### config.mk
export PLATFORM = sky130hd
export DESIGN_NAME = axi4lite_regfile_slave
export DESIGN_NICKNAME = d
export VERILOG_FILES = /design/src/rtl/axi4lite_pkg.sv /design/src/rtl/axi4lite_regfile_core.sv /design/src/rtl/axi4lite_regfile_slave.sv
export SDC_FILE = /design/constraint.sdc
export NUM_CORES = 1
export LEC_CHECK = 0
export CORE_AREA = 2 2 157 159
export DETAILED_ROUTE_END_ITERATION = 6
export DIE_AREA = 0 0 159 161
export PLACE_DENSITY = 0.73
export SLEW_MARGIN = 20
export SYNTH_ARGS = -nofsm -noshare
export SYNTH_HDL_FRONTEND = slang
export SYNTH_HIERARCHICAL = 1
export SYNTH_SLANG_ARGS = --single-unit
### constraint.sdc
create_clock -name aclk -period 3.85 [get_ports aclk]
set_input_delay 0.5775 -clock aclk [delete_from_list [all_inputs] [get_ports aclk]]
set_output_delay 0.5775 -clock aclk [all_outputs]
set_load 0.02 [all_outputs]
### src/rtl/axi4lite_pkg.sv
// Shared types and helpers for the AXI4-Lite register file slave.
package axi4lite_pkg;

    typedef enum logic [1:0] {
        OKAY   = 2'b00,
        SLVERR = 2'b10
    } resp_t;

    typedef enum logic {
        W_IDLE,
        W_RESP
    } wr_state_t;

    typedef enum logic {
        R_IDLE,
        R_RESP
    } rd_state_t;

    localparam int MAX_DATA_W = 64;
    localparam int MAX_STRB_W = MAX_DATA_W / 8;

    // Register index of a byte address; callers zero-extend narrower addresses.
    function automatic int unsigned addr_to_idx(input logic [MAX_DATA_W-1:0] addr,
                                                input int unsigned lsb);
        return 32'(addr >> lsb);
    endfunction

    function automatic logic [MAX_DATA_W-1:0] apply_wstrb(input logic [MAX_DATA_W-1:0] old_data,
                                                          input logic [MAX_DATA_W-1:0] new_data,
                                                          input logic [MAX_STRB_W-1:0] strb);
        logic [MAX_DATA_W-1:0] merged;
        merged = old_data;
        for (int k = 0; k < MAX_STRB_W; k++) begin
            if (strb[k]) begin
                merged[k*8 +: 8] = new_data[k*8 +: 8];
            end
        end
        return merged;
    endfunction

endpackage

### src/rtl/axi4lite_regfile_core.sv
// Register array: byte-strobe merge, read-only masking, write pulses and read mux.
module axi4lite_regfile_core
    import axi4lite_pkg::*;
#(
    parameter int                   DATA_WIDTH = 32,
    parameter int                   REG_COUNT  = 4,
    parameter logic [REG_COUNT-1:0] RO_MASK    = '0,
    parameter int                   IDX_W      = 2
) (
    input  logic                            aclk,
    input  logic                            rst,
    input  logic                            wr_en,
    input  logic [IDX_W-1:0]                wr_idx,
    input  logic [DATA_WIDTH-1:0]           wr_data,
    input  logic [DATA_WIDTH/8-1:0]         wr_strb,
    input  logic [IDX_W-1:0]                rd_idx,
    output logic [DATA_WIDTH-1:0]           rd_data,
    input  logic [REG_COUNT*DATA_WIDTH-1:0] hw_in,
    output logic [REG_COUNT*DATA_WIDTH-1:0] reg_out,
    output logic [REG_COUNT-1:0]            reg_wr_pulse
);

    logic [DATA_WIDTH-1:0] regs_q [REG_COUNT];
    logic [DATA_WIDTH-1:0] regs_d [REG_COUNT];
    logic [REG_COUNT-1:0]  wr_pulse_q, wr_pulse_d;

    always_comb begin
        // NOTE: every always_comb output gets a default first, so no path can infer a latch.
        regs_d     = regs_q;
        wr_pulse_d = '0;
        for (int i = 0; i < REG_COUNT; i++) begin
            if (wr_en && !RO_MASK[i] && (int'(wr_idx) == i)) begin
                regs_d[i]     = DATA_WIDTH'(apply_wstrb(64'(regs_q[i]), 64'(wr_data),
                                                        8'(wr_strb)));
                wr_pulse_d[i] = |wr_strb;
            end
        end
    end

    always_ff @(posedge aclk or posedge rst) begin
        if (rst) begin
            // NOTE: the array is reset on purpose; software expects every register to read 0 after reset.
            for (int i = 0; i < REG_COUNT; i++) begin
                regs_q[i] <= '0;
            end
            wr_pulse_q <= '0;
        end else begin
            // NOTE: state updates use <= so every flop samples pre-edge values, whatever the statement order.
            regs_q     <= regs_d;
            wr_pulse_q <= wr_pulse_d;
        end
    end

    always_comb begin
        reg_out = '0;
        for (int i = 0; i < REG_COUNT; i++) begin
            if (!RO_MASK[i]) begin
                reg_out[i*DATA_WIDTH +: DATA_WIDTH] = regs_q[i];
            end
        end
    end

    // Read mux sees pre-edge register contents, so a same-edge write is not visible.
    always_comb begin
        rd_data = '0;
        for (int i = 0; i < REG_COUNT; i++) begin
            if (int'(rd_idx) == i) begin
                rd_data = RO_MASK[i] ? hw_in[i*DATA_WIDTH +: DATA_WIDTH] : regs_q[i];
            end
        end
    end

    assign reg_wr_pulse = wr_pulse_q;

endmodule

### src/rtl/axi4lite_regfile_slave.sv
// AXI4-Lite slave endpoint: independent write and read FSMs in front of a register file core.
module axi4lite_regfile_slave
    import axi4lite_pkg::*;
#(
    parameter int                   ADDR_WIDTH = 4,
    parameter int                   DATA_WIDTH = 32,
    parameter int                   REG_COUNT  = 4,
    parameter logic [REG_COUNT-1:0] RO_MASK    = '0
) (
    input  logic                            aclk,
    input  logic                            rst,
    input  logic [ADDR_WIDTH-1:0]           AWADDR,
    input  logic                            AWVALID,
    output logic                            AWREADY,
    input  logic [DATA_WIDTH-1:0]           WDATA,
    input  logic [DATA_WIDTH/8-1:0]         WSTRB,
    input  logic                            WVALID,
    output logic                            WREADY,
    output logic [1:0]                      BRESP,
    output logic                            BVALID,
    input  logic                            BREADY,
    input  logic [ADDR_WIDTH-1:0]           ARADDR,
    input  logic                            ARVALID,
    output logic                            ARREADY,
    output logic [DATA_WIDTH-1:0]           RDATA,
    output logic [1:0]                      RRESP,
    output logic                            RVALID,
    input  logic                            RREADY,
    output logic [REG_COUNT*DATA_WIDTH-1:0] reg_out,
    input  logic [REG_COUNT*DATA_WIDTH-1:0] hw_in,
    output logic [REG_COUNT-1:0]            reg_wr_pulse
);

    localparam int          STRB_W      = DATA_WIDTH / 8;
    localparam int unsigned LSB         = $clog2(STRB_W);
    localparam int          IDX_W       = (REG_COUNT > 1) ? $clog2(REG_COUNT) : 1;
    localparam int unsigned REG_COUNT_U = REG_COUNT;

    function automatic logic is_ro(input logic [IDX_W-1:0] idx);
        logic ro;
        ro = 1'b0;
        for (int i = 0; i < REG_COUNT; i++) begin
            if (int'(idx) == i) begin
                ro = RO_MASK[i];
            end
        end
        return ro;
    endfunction

    // Write channel state
    wr_state_t             wr_state_q, wr_state_d;
    logic                  aw_cap_q, aw_cap_d;
    logic                  w_cap_q, w_cap_d;
    logic [ADDR_WIDTH-1:0] awaddr_q, awaddr_d;
    logic [DATA_WIDTH-1:0] wdata_q, wdata_d;
    logic [STRB_W-1:0]     wstrb_q, wstrb_d;
    logic                  bvalid_q, bvalid_d;
    resp_t                 bresp_q, bresp_d;

    logic                  aw_hs, w_hs, commit, wr_ok, wr_in_range;
    logic [ADDR_WIDTH-1:0] wr_addr;
    logic [DATA_WIDTH-1:0] wr_data;
    logic [STRB_W-1:0]     wr_strb;
    logic [IDX_W-1:0]      wr_idx;

    // Read channel state
    rd_state_t             rd_state_q, rd_state_d;
    logic                  rvalid_q, rvalid_d;
    resp_t                 rresp_q, rresp_d;
    logic [DATA_WIDTH-1:0] rdata_q, rdata_d;

    logic                  ar_hs, rd_in_range;
    logic [IDX_W-1:0]      rd_idx;
    logic [DATA_WIDTH-1:0] core_rd_data;

    // Readies are gated by rst so they are low during reset and high right after it.
    assign AWREADY = !rst && (wr_state_q == W_IDLE) && !aw_cap_q;
    assign WREADY  = !rst && (wr_state_q == W_IDLE) && !w_cap_q;
    assign ARREADY = !rst && (rd_state_q == R_IDLE);

    assign aw_hs = AWVALID && AWREADY;
    assign w_hs  = WVALID && WREADY;
    assign ar_hs = ARVALID && ARREADY;

    // The commit uses whichever payload is live this cycle: latched or on the bus.
    always_comb begin
        wr_addr     = aw_cap_q ? awaddr_q : AWADDR;
        wr_data     = w_cap_q ? wdata_q : WDATA;
        wr_strb     = w_cap_q ? wstrb_q : WSTRB;
        wr_idx      = IDX_W'(addr_to_idx(64'(wr_addr), LSB));
        wr_in_range = addr_to_idx(64'(wr_addr), LSB) < REG_COUNT_U;
        wr_ok       = wr_in_range && !is_ro(wr_idx);
    end

    always_comb begin
        wr_state_d = wr_state_q;
        aw_cap_d   = aw_cap_q;
        w_cap_d    = w_cap_q;
        awaddr_d   = awaddr_q;
        wdata_d    = wdata_q;
        wstrb_d    = wstrb_q;
        bvalid_d   = bvalid_q;
        bresp_d    = bresp_q;
        commit     = 1'b0;
        case (wr_state_q)
            W_IDLE: begin
                if (aw_hs) begin
                    aw_cap_d = 1'b1;
                    awaddr_d = AWADDR;
                end
                if (w_hs) begin
                    w_cap_d = 1'b1;
                    wdata_d = WDATA;
                    wstrb_d = WSTRB;
                end
                if ((aw_cap_q || aw_hs) && (w_cap_q || w_hs)) begin
                    commit     = 1'b1;
                    aw_cap_d   = 1'b0;
                    w_cap_d    = 1'b0;
                    bvalid_d   = 1'b1;
                    bresp_d    = wr_ok ? OKAY : SLVERR;
                    wr_state_d = W_RESP;
                end
            end
            W_RESP: begin
                if (BREADY) begin
                    bvalid_d   = 1'b0;
                    wr_state_d = W_IDLE;
                end
            end
        endcase
    end

    always_ff @(posedge aclk or posedge rst) begin
        if (rst) begin
            wr_state_q <= W_IDLE;
            aw_cap_q   <= 1'b0;
            w_cap_q    <= 1'b0;
            awaddr_q   <= '0;
            wdata_q    <= '0;
            wstrb_q    <= '0;
            bvalid_q   <= 1'b0;
            bresp_q    <= OKAY;
        end else begin
            wr_state_q <= wr_state_d;
            aw_cap_q   <= aw_cap_d;
            w_cap_q    <= w_cap_d;
            awaddr_q   <= awaddr_d;
            wdata_q    <= wdata_d;
            wstrb_q    <= wstrb_d;
            bvalid_q   <= bvalid_d;
            bresp_q    <= bresp_d;
        end
    end

    always_comb begin
        rd_idx      = IDX_W'(addr_to_idx(64'(ARADDR), LSB));
        rd_in_range = addr_to_idx(64'(ARADDR), LSB) < REG_COUNT_U;
    end

    always_comb begin
        rd_state_d = rd_state_q;
        rvalid_d   = rvalid_q;
        rresp_d    = rresp_q;
        rdata_d    = rdata_q;
        case (rd_state_q)
            R_IDLE: begin
                if (ar_hs) begin
                    rvalid_d   = 1'b1;
                    rresp_d    = rd_in_range ? OKAY : SLVERR;
                    rdata_d    = rd_in_range ? core_rd_data : '0;
                    rd_state_d = R_RESP;
                end
            end
            R_RESP: begin
                if (RREADY) begin
                    rvalid_d   = 1'b0;
                    rd_state_d = R_IDLE;
                end
            end
        endcase
    end

    always_ff @(posedge aclk or posedge rst) begin
        if (rst) begin
            rd_state_q <= R_IDLE;
            rvalid_q   <= 1'b0;
            rresp_q    <= OKAY;
            rdata_q    <= '0;
        end else begin
            rd_state_q <= rd_state_d;
            rvalid_q   <= rvalid_d;
            rresp_q    <= rresp_d;
            rdata_q    <= rdata_d;
        end
    end

    axi4lite_regfile_core #(
        .DATA_WIDTH (DATA_WIDTH),
        .REG_COUNT  (REG_COUNT),
        .RO_MASK    (RO_MASK),
        .IDX_W      (IDX_W)
    ) u_core (
        .aclk         (aclk),
        .rst          (rst),
        .wr_en        (commit && wr_ok),
        .wr_idx       (wr_idx),
        .wr_data      (wr_data),
        .wr_strb      (wr_strb),
        .rd_idx       (rd_idx),
        .rd_data      (core_rd_data),
        .hw_in        (hw_in),
        .reg_out      (reg_out),
        .reg_wr_pulse (reg_wr_pulse)
    );

    assign BVALID = bvalid_q;
    assign BRESP  = bresp_q;
    assign RVALID = rvalid_q;
    assign RRESP  = rresp_q;
    assign RDATA  = rdata_q;

endmodule

After elaboration in Yosys (flattened, before gate mapping)
Index checks and enable logic that the tools add are counted.
{"block": "op_classes", "n_reduce_logical": 47, "n_mux": 31, "n_lt_le_gt_ge": 2, "n_bitwise": 2, "n_eq_ne": 10}
{"op": "$mux W32", "count": 6}
{"op": "$reduce_and A2 Y1", "count": 24}
{"op": "$mux W1", "count": 17}
{"op": "$logic_and A1 B1 Y1", "count": 13}
{"op": "$eq A2 B2 Y1 const B", "count": 4}
{"op": "$mux W4", "count": 2}
{"op": "$pmux W1 S2", "count": 4}
{"op": "$lt A2 B3 Y1 const B", "count": 2}
{"op": "$ne A2 B2 Y1 const B", "count": 3}
{"op": "$eq A2 B1 Y1 const B", "count": 2}
{"op": "$logic_not A2 Y1", "count": 2}
{"op": "$mux W2", "count": 2}
{"op": "$reduce_bool A2 Y1", "count": 2}
{"op": "$reduce_or A4 Y1", "count": 1}
{"op": "$logic_not A1 Y1", "count": 3}
{"op": "$logic_or A1 B1 Y1", "count": 2}
{"op": "$ne A2 B1 Y1 const B", "count": 1}
{"op": "$not A1 Y1", "count": 2}
{"block": "word_totals", "regBits": 214, "wordCells": 121, "output_inout_bits": 173, "inputBits": 179}

Logic depth before layout (Yosys ltp)
Gate-level depths: netlist of run 1.
{"block": "logic_depth", "depth_word": 11, "mapped_depth": 8, "mapped_depth_nobuf": 5}

Hierarchy
Netlist of run 1, hierarchy kept.
{"mod": "axi4lite_regfile_core", "seq_area_each_um2": 3303.2, "n_inst": 1, "cells_per_inst": 332, "area_each_um2": 6080.8}
{"mod": "axi4lite_regfile_slave", "seq_area_each_um2": 1901.8, "n_inst": 1, "cells_per_inst": 230, "area_each_um2": 3545.9}

Worst setup path before layout of run 1
Ideal clock, no wire load.
{"block": "synth_timing", "kind": "input -> register", "startpoint": "in rst", "endpoint": "reg u_core.regs_q (netlist bit u_core/reg_out[0])", "t_arrival_ps": 1998, "n_path_buf": 2, "required_time_ps": 3725, "cell_stages": 7, "setup_slack_ps": 1727, "setup_time_ps": 125, "cell_sequence": "nand2b_4 -> a221o_1 -> inv_1 -> buf_6 -> and4bb_2 -> buf_4 -> mux2_2"}
{"block": "synth_between", "elab_chain_cells": 11, "elab_cells_between_ends": 14, "classes_between": "2 x mux; 12 x reduce/logical"}
{"item": "start, declared", "line": "axi4lite_regfile_slave.sv:11", "rtl": "input logic rst,"}
{"item": "$logic_not A1 Y1 (no source line) *"}
{"item": "$logic_and A1 B1 Y1 *", "line": "axi4lite_regfile_slave.sv:77, axi4lite_regfile_slave.sv:78"}
{"item": "$logic_and A1 B1 Y1 (on tied branches)", "line": "axi4lite_regfile_slave.sv:77, axi4lite_regfile_slave.sv:78"}
{"item": "$logic_and A1 B1 Y1 (on tied branches)", "line": "axi4lite_regfile_slave.sv:81, axi4lite_regfile_slave.sv:82"}
{"item": "$logic_or A1 B1 Y1", "line": "axi4lite_regfile_slave.sv:116", "rtl": "if ((aw_cap_q || aw_hs) && (w_cap_q || w_hs)) begin"}
{"item": "$logic_and A1 B1 Y1 *", "line": "axi4lite_regfile_slave.sv:116"}
{"item": "$mux W1 *", "line": "axi4lite_regfile_slave.sv:116"}
{"item": "$mux W1 *", "line": "axi4lite_regfile_slave.sv:105", "rtl": "case (wr_state_q)"}
{"item": "named net commit", "line": "axi4lite_regfile_slave.sv:60", "rtl": "logic aw_hs, w_hs, commit, wr_ok, wr_in_range;"}
{"item": "$logic_and A1 B1 Y1 *", "line": "axi4lite_regfile_slave.sv:206", "rtl": ".wr_en (commit && wr_ok),"}
{"item": "$logic_and A1 B1 Y1 *", "line": "axi4lite_regfile_core.sv:32", "rtl": "if (wr_en && !RO_MASK[i] && (int'(wr_idx) == i)) begin"}
{"item": "$reduce_and A2 Y1 (no source line) *"}
{"item": "end signal, assigned", "line": "axi4lite_regfile_core.sv:49", "rtl": "regs_q <= regs_d;"}
{"item": "end, declared", "line": "axi4lite_regfile_core.sv:23", "rtl": "logic [DATA_WIDTH-1:0] regs_q [REG_COUNT];"}
Mark *: on every way through the listed nets, which the timed path passes. The rest lies on a longest branch.
A chain may end at the register's enable or synchronous reset.

Final worst setup path of run 1
{"block": "layout_timing", "startpoint": "in rst", "endpoint": "reg u_core.regs_q (netlist bit u_core/reg_out[68])"}
The elaborated chain is that of the path after synthesis.

==> key figures, run 1 <==
Clock tree
  • Hold Buf Count CTS: 0
  • TritonCTS clock tree: yes
  • CTS sink count: 208
  • Postcts setup bufs: 0
  • Root Buffer: clkbuf_16
  • CTS Buffer Depth: 3
  • Clk_lat worst skew: 0.50 ns
  • Htree depth: 1
  • PostCTS Resize Cnt: 0
  • Clock transition at path regs: 0.06 ns
  • Inserted Clock Buffers: 23

Final layout
  • NumNets Final: a little under 1000
  • Ratio of cells with drive above 1 in the final layout: between 40% and 50%
  • Ant diodes: 0
  • Fillers: 1999
  • Area Growth Syn to Fin: 33.3%

Global route
  • Gr ovfl total: 0
  • Largest net degree at the start of global routing: between 70 and 80
  • Global-route wire length before repair: around 37000 um
  • Vias in the first global route: 6293
  • Initial antenna violation count: 2
  • GRT Util Overall: a little under a fifth

Detailed routing
  • Drt via density: 5.12
  • DR WL/cell: 20.8 um
  • Post-route ant nets: 0
  • 1st-iter DRT viols: roughly 160
  • Remaining DRCs: 0
  • 1st-pass router iterations: 4
  • Routed Wire Length: 23400 um
  • Routed via count: 5757

Placed design
  • Place WS: 0.605 ns
  • Placer Congestion: 0.745
  • Post-DP HPWL: 15600 um
  • Number of buffers added on ports: 215

Status
  • Status: finished clean

Floorplanning
  • Chip Width: about 160 um
  • Top-level port count: about 350
  • # rows: 57
  • Core area: 24000 um2
  • Starting Density: 40.2%
  • Die Footprint: 25600 um2
  • Die extent in y: 161 um

STA
  • Pins Over Slew Limit: 0
  • Hold Fails Final Rpt: 0
  • Slew HR: 34.7%
  • Final setup violation count: 0
  • Final setup margin: 1.16 ns
  • Setup Skew: 0.00710 ns
  • Peak Freq: between 300 and 400 MHz
  • Sum Neg Setup Slack: 0 ns
  • Post-layout min period: 2.69 ns
  • Final Cycle Share: 69.9%
  • Worst Tran Pin Value: about 1 ns
  • RSZ-0062 raised after global routing: no

Yosys
  • Syn Inst Count: 562
  • Fraction of the yosys area taken by sequential cells: a little over half
  • Synth area leaders: dfrtp_1 54%, mux2_2 20%, mux2_4 8.7%
  • Yosys Warn Count: 6
  • Synth area leader: dfrtp_1
  • Async set-reset flop share out of synthesis: between 90% and 100%
  • Synth Cell Area: between 9000 and 10000 um2
  • Top post-synthesis cells by count: 208 x dfrtp_1, 174 x mux2_2, 56 x mux2_4
  • EDFF count, synth: 0
  • Mean Syn Cell Area: 17.1 um2
  • Count leader, synth: dfrtp_1
  • Flops & latches, synth: between 200 and 250
  • Top FF cell, synth: dfrtp_1
  • Unique masters post-synth: 36
  • Yosys top cell area share: 54.1%

Pwr
  • PwrDens: 908 nW/um2
  • Leakage: around 5.6 nW
  • Power Total: 11.7 mW
  • VDD IR max: 442 uV

Critical path
  • Startpoint Class: input pin
  • Worst Path Arrival: 3.07 ns
  • Worst Setup End Kind: register
  • Worst path required time: 4.23 ns
  • CP Max Fanout: 12
  • Setup CP Type: in -> reg

Hold path
  • Worst Hold Class: reg -> reg

Job
  • MaxCap Viol Count: 0
## where the power goes
part	switching (mW)	total, mW	leakage [nW]	internal (mW)
logic	2.33	5.30	2.63	2.97
registers	0.796	4.05	2.62	3.26
clock network	0.875	2.31	0.390	1.43
## cell type report
class / instances / area, um2 / share of cell area [%]
clock buffers: 35 / 691 / 5.38
clock inverters: 6 / 108 / 0.838
inverters: 8 / 36.3 / 0.283
multi-input cells: 314 / 4110 / 32.0
flip-flops and latches: 208 / 5210 / 40.6
well taps: 324 / 405 / 3.16
repair buffers: 229 / 2280 / 17.8
## final timing paths
path / startpoint / endpoint / slack, ns / cells past startpoint
worst max-delay path: rst / u_core/reg_out[68] / 1.16 / 7
worst min register to register: RDATA[24] / RDATA[24] / 0.48 / 1
min in group asynchronous: rst / u_core/reg_out[33] / 0.71 / 2
worst max register to register: aw_cap_q / u_core/reg_out[15] / 1.53 / 3
max in group asynchronous: rst / RDATA[24] / 2.30 / 3
worst min-delay path: RDATA[24] / RDATA[24] / 0.48 / 1
## flip-flops by register name, summed over array words and instances (netlist names), 2 cells and up
signal / flops
RDATA: 32
u_core/reg_wr_pulse: 4
u_core/reg_out: 128
wstrb_q: 4
awaddr_q: 2
wdata_q: 32
## cells by family after synthesis
logic type	share of synthesized area, %
flip-flops	54.1
buffers and inverters	3.42
other	0.0390
AO/OA/AOI/OAI	0.624
AND/OR/NAND/NOR	4.58
multiplexers	37.3
## routing by layer
layer,vias up,wire length [um],GRT usage (%)
met2,175,11100,29.9
li1,2530,-,-
met3,29,1590,4.73
met5,-,0,0
met1,3023,10300,25.2
met4,0,376,3.84
## critical path, stage by stage
cell	delay, ns
clkdlybuf4s50_1	0.63
nand2b_4	0.27
a221o_1	0.39
inv_1	0.14
buf_4	0.28
nand4b_2	0.38
mux2_2	0.40
## per-stage QoR
step | std cells | area, um2 | hold slack, ns | utilization (%)
6_report | 1124 | 12800 | 0.484 | 53.6
5_1_grt | 1124 | 12800 | 0.503 | 53.6
2_1_floorplan | 565 | 9640 | 0.472 | -
3_3_place_gp | 1083 | 12000 | 0.468 | 50.2
4_1_cts | 1124 | 12800 | 0.488 | 53.6
3_5_place_dp | 1083 | 12000 | 0.474 | 50.2
## layout by cell type, fill, tap and decap left out, types with 3 or more instances in the layout
cell             netlist  routed
and4bb_1               3       3
buf_12                 1       3
buf_4                  9      11
bufinv_16              0       3
clkbuf_1               1       5
clkbuf_16              0      23
clkbuf_8               0       7
clkdlybuf4s50_1        0     213
conb_1                 1       4
dfrtp_1              208     207
inv_1                  8       6
mux2_1                 6       6
mux2_2               174     174
mux2_4                56      56
mux4_2                32      32
nand4_4                4       4
nand4b_4               7       7
nor3_1                 4       4
nor4b_1                3       3
Power figures use the tool's default switching activity.
==> run 2, diff against run 1 <==
--- a/config.mk
+++ b/config.mk
@@ -5,10 +5,10 @@
 export SDC_FILE = /design/constraint.sdc
 export NUM_CORES = 1
 export LEC_CHECK = 0
-export CORE_AREA = 2 2 157 159
+export CORE_AREA = 2 2 150 152
 export DETAILED_ROUTE_END_ITERATION = 6
-export DIE_AREA = 0 0 159 161
-export PLACE_DENSITY = 0.73
+export DIE_AREA = 0 0 152 154
+export PLACE_DENSITY = 0.77
 export SLEW_MARGIN = 20
 export SYNTH_ARGS = -nofsm -noshare
 export SYNTH_HDL_FRONTEND = slang
==> constraint.sdc (replaced) <==
create_clock -name aclk -period 2.6 [get_ports aclk]
set_input_delay 0.39 -clock aclk [delete_from_list [all_inputs] [get_ports aclk]]
set_output_delay 0.39 -clock aclk [all_outputs]
set_load 0.02 [all_outputs]
==> run 2 against run 1 <==
Net effect:
- global-route usage rose by 2.3 points
- non-clock buffer count grew 16
- sequential power up 49%
- combinational power up 52%
==> key figures, run 2 (synthesized netlist as in run 1, its figures left out) <==
Critical path
  • Worst path required time: around 2.2 ns
  • R2r startpoint: aw_cap_q
  • Crit path largest cell delay: 0.63 ns
  • CP Max Fanout: 8
  • Setup CP Type: reg -> out
  • Startpoint Class: register
  • WP buf/inv: 2
  • Worst Setup End Kind: output port
  • CP top delay family: buffers and inverters
  • Setup crit start: w_cap_q
  • Worst Path Arrival: roughly 2 ns
  • Critical-path cell list: buf_4 > nor3_1 > clkdlybuf4s50_1
  • Slowest stage cell, crit path: clkdlybuf4s50_1

Status
  • Status: finished clean

Clock tree
  • Hold Buf Count CTS: 0
  • Inserted Clock Buffers: 22
  • CTS Buffer Depth: 3
  • Htree depth: 1
  • Clock transition at path regs: 0.06 ns
  • Root Buffer: clkbuf_16
  • PostCTS Resize Cnt: 0
  • Clk_lat worst skew: 0.50 ns
  • TritonCTS clock tree: yes
  • CTS sink count: 208
  • Postcts setup bufs: 0

Detailed routing
  • Routed via count: 5905
  • Uppermost layer routed: met5
  • Post-route ant nets: 0
  • Remaining DRCs: 0
  • DR WL met3: about 1900 um
  • M1 wire length: slightly below 10000 um
  • 1st-iter DRT viols: between 150 and 200
  • DR WL/cell: 22.3 um
  • Drt via density: 5.40
  • 1st-pass router iterations: 4
  • Routed Wire Length: 24400 um
  • Metal2 WL: 12200 um

STA
  • Slew HR: a little under three fifths
  • Final Cycle Share: 93.0%
  • Sum Neg Setup Slack: 0 ns
  • Post-layout min period: 2.42 ns
  • Fin Hold WS: 0.487 ns
  • Setup Skew: 0.00936 ns
  • Final setup violation count: 0
  • Worst Tran Pin Value: 0.641 ns
  • Pins Over Slew Limit: 0
  • RSZ-0062 raised after global routing: no
  • Hold Fails Final Rpt: 0
  • Peak Freq: approximately 410 MHz

Placed design
  • Number of buffers added on ports: 215
  • Placer Congestion: 0.802
  • Post-DP HPWL: between 15000 and 20000 um
  • Placed inst area: ~12000 um2

Global route
  • Initial antenna violation count: 1
  • Gr ovfl total: 0
  • Largest net degree at the start of global routing: 52
  • Vias in the first global route: 6573
  • Global-route wire length before repair: 38500 um
  • GRT Util Overall: 20.7%

Pwr
  • PwrDens: around 1300 nW/um2
  • Power Total: 17.5 mW
  • VDD IR max: 859 uV
  • Leakage: approximately 5.7 nW

Floorplanning
  • Die extent in y: 154 um
  • Die Footprint: 23400 um2
  • Starting Density: 44.4%
  • Chip Width: around 150 um
  • Core area: approximately 22000 um2
  • # rows: 54
  • Top-level port count: between 300 and 400

Final layout
  • Max FFs per register: 128
  • Most common cell after layout, fill and taps aside: clkdlybuf4s50_1
  • Ant diodes: 0
  • Most frequent cells in the layout: 213 x clkdlybuf4s50_1, 207 x dfrtp_1, 174 x mux2_2
  • Ratio of cells with drive above 1 in the final layout: 43.1%
  • Design Area, Final: 13000 um2
  • Area Growth Syn to Fin: 35.0%
  • NumNets Final: about 1000

Job
  • MaxCap Viol Count: 0

Hold path
  • Worst Hold Class: in -> async
run 2: per-layer routing:
| metal | up-vias | global-route usage (%) |
|---|---|---|
| met2 | 205 | 36.1 |
| li1 | 2568 | - |
| met4 | 2 | 4.58 |
| met5 | - | 0 |
| met3 | 44 | 6.26 |
| met1 | 3086 | 25.6 |
run 2: final timing paths:
| path | to | slack (ns) | cells after the start |
|---|---|---|---|
| max in group asynchronous | u_core/reg_out[26] | 1.46 | 4 |
| hold reg to reg | RVALID | 0.49 | 1 |
| setup reg to reg | u_core/reg_out[70] | 0.42 | 6 |
| setup / recovery | WREADY | 0.18 | 3 |
| min in group aclk | RVALID | 0.49 | 1 |
| hold / removal | u_core/reg_wr_pulse[3] | 0.49 | 3 |
run 2: metrics by stage:
stage / setup slack [ns] / cells / utilization (%)
floorplan: 0.272 / 565 / -
global placement: -0.0324 / 1055 / 56.2
detailed placement: -0.0806 / 1055 / 56.2
CTS: 0.158 / 1094 / 59.9
global route: 0.134 / 1094 / 59.9
finish: 0.181 / 1094 / 59.9
run 2: final cells by class:
| cell class | count | area (um2) |
|---|---|---|
| fillers | 1611 | 8700 |
| flip-flops and latches | 208 | 5210 |
| multi-input cells | 314 | 4110 |
| repair buffers | 245 | 2490 |
| clock buffers | 29 | 648 |
| well taps | 280 | 350 |
| clock inverters | 10 | 155 |
| inverters | 8 | 35.0 |
run 2: tightest hold or removal path, cell delays in order:
cell and delay (ns):
clkdlybuf4s50_1 0.46, buf_4 0.18, clkinvlp_4 0.40
run 2: where the power goes:
group	total (mW)	internal, mW	switching (mW)
clock network	3.43	2.15	1.28
registers	6.05	4.82	1.23
logic	8.05	4.49	3.55
total	17.5	11.5	6.06
==> run 3, diff against run 2 <==
--- a/config.mk
+++ b/config.mk
@@ -8,6 +8,7 @@
 export CORE_AREA = 2 2 150 152
 export DETAILED_ROUTE_END_ITERATION = 6
 export DIE_AREA = 0 0 152 154
+export GPL_TIMING_DRIVEN = 0
 export PLACE_DENSITY = 0.77
 export SLEW_MARGIN = 20
 export SYNTH_ARGS = -nofsm -noshare
==> run 3 against run 2 <==
Net effect:
- global-route usage is 0.30 points higher
- sequential power is 2% lower
- clock skew is 0.00070 ns higher
- largest cell class unchanged
- power is 0.75% lower
- clock-buffer cell count is 5 higher
- largest power group unchanged
- cell count is 1.2% higher
- sequential share of layout area is 0.16 points lower
- hold slack worse by 0.0051 ns
- maximum frequency is 1.6% lower
- die area stayed put
- final area is 0.37% higher
==> key figures, run 3 (synthesized netlist as in run 1, its figures left out) <==
Critical path
  • Worst Path Arrival: slightly above 2 ns
  • Startpoint Class: register
  • Setup CP Type: reg -> out
  • CP Max Fanout: 10
  • Worst Setup End Kind: output port
  • R2R setup slack: 0.37 ns
  • Worst path required time: 2.21 ns

Placed design
  • Placed inst area: 12200 um2
  • Placer Congestion: 0.744
  • Post-DP HPWL: about 17000 um
  • Number of buffers added on ports: 214

Floorplanning
  • Top-level port count: about 350
  • Die Footprint: 23400 um2
  • # rows: 54
  • Chip Width: 152 um
  • Core area: between 20000 and 25000 um2
  • Starting Density: 44.4%
  • Die extent in y: around 150 um

STA
  • Hold Fails Final Rpt: 0
  • Final Cycle Share: 94.6%
  • Sum Neg Setup Slack: 0 ns
  • Peak Freq: 407 MHz
  • Post-layout min period: 2.46 ns
  • RSZ-0062 raised after global routing: no
  • Final setup violation count: 0
  • Worst Tran Pin Value: 0.785 ns
  • Pins Over Slew Limit: 0
  • Setup Skew: 0.0101 ns
  • Fin Hold WS: 0.482 ns
  • Slew HR: approximately 48%

Detailed routing
  • Routed via count: between 5000 and 6000
  • Routed Wire Length: 24400 um
  • DR WL/cell: roughly 22 um
  • Drt via density: 5.27
  • 1st-pass router iterations: 4
  • Remaining DRCs: 0
  • 1st-iter DRT viols: ~200
  • Post-route ant nets: 0

Clock tree
  • CTS Buffer Depth: 3
  • Root Buffer: clkbuf_16
  • Clk_lat worst skew: 0.51 ns
  • TritonCTS clock tree: yes
  • Clock transition at path regs: about 0.060 ns
  • Htree depth: 1
  • Hold Buf Count CTS: 0
  • CTS sink count: 208
  • Inserted Clock Buffers: 24

Final layout
  • Design Area, Final: between 10000 and 15000 um2
  • Final Util: 60.1%
  • Fillers: 1695
  • Max FFs per register: about 130
  • NumNets Final: 989
  • Ant diodes: 0
  • Area Growth Syn to Fin: 35.5%
  • Most frequent cells in the layout: 213 x clkdlybuf4s50_1, 208 x dfrtp_1, 174 x mux2_2
  • Ratio of cells with drive above 1 in the final layout: 42.7%
  • Most common cell after layout, fill and taps aside: clkdlybuf4s50_1

Global route
  • Global-route wire length before repair: 38600 um
  • Vias in the first global route: 6418
  • Gr ovfl total: 0
  • Largest net degree at the start of global routing: 50
  • Initial antenna violation count: 0
  • GRT Util Overall: 21.0%

Pwr
  • Leakage: 5.79 nW
  • VDD IR max: 845 uV
  • PwrDens: 1330 nW/um2

Status
  • Status: finished clean

Hold path
  • Worst Hold Class: in -> reg

Job
  • MaxCap Viol Count: 0
==> run 3: cell count changes in the layout (fill, tap and decap cells not counted), sizes merged <==
cell / previous run / this run
buf: 32 / 39
bufinv: 4 / 2
clkbuf: 29 / 35
clkinv: 5 / 6
clkinvlp: 3 / 2
dlygate4sd2: 0 / 1
inv: 6 / 7
==> run 3: timing repair <==
action	CTS	global route
setup buffers	0	0
endpoints found under the setup margin	1	0
gates resized for setup	1	0
==> run 3: final timing paths <==
path	cells after the start	startpoint	end
worst max-delay path	5	w_cap_q	WREADY
worst min-delay path	2	BREADY	wr_state_q
worst max register to register	8	aw_cap_q	u_core/reg_out[2]
max in group asynchronous	5	rst	u_core/reg_out[49]
min in group asynchronous	2	rst	wdata_q[4]
worst min register to register	1	RVALID	RVALID
==> run 3: layout make-up <==
| class | instances | area (um2) | area share, % |
|---|---|---|---|
| flip-flops and latches | 208 | 5200 | 39.9 |
| inverters | 8 | 36.3 | 0.278 |
| plain buffers | 35 | 299 | 2.29 |
| clock inverters | 9 | 97.6 | 0.748 |
| clock buffers | 34 | 699 | 5.36 |
| repair buffers | 219 | 2250 | 17.2 |
| multi-input cells | 314 | 4100 | 31.5 |
| well taps | 280 | 350 | 2.69 |
==> run 3: worst max-delay path, cell delays in order (launching register included) <==
cell and delay [ns]:
dfrtp_1 0.31, buf_2 0.16, buf_2 0.32, buf_2 0.35, nor3_1 0.09, dlygate4sd2_1 0.34
==> run 3: routing by layer <==
metal / global-route usage, % / vias to the layer above / routed length, um
li1: - / 2589 / -
met1: 28.7 / 3019 / 10800
met2: 33.8 / 204 / 11400
met3: 5.75 / 26 / 1830
met4: 4.85 / 0 / 378
met5: 0 / - / 0
==> run 3: where the power goes <==
part           internal (mW)  leakage, nW  switching [mW]
Combinational           4.49         2.78            3.59
Sequential              4.82         2.62            1.11
Clock                   2.07        0.395            1.31
==> run 3: stage by stage <==
stage          total power, mW  cells  worst slack (ns)
6_report                  17.4   1107             0.142
5_1_grt                   18.3   1107            0.0343
4_1_cts                   17.6   1107            0.0777
2_1_floorplan             10.5    565             0.272
3_3_place_gp              13.9   1059             -1.77
3_5_place_dp              14.1   1064            -0.255
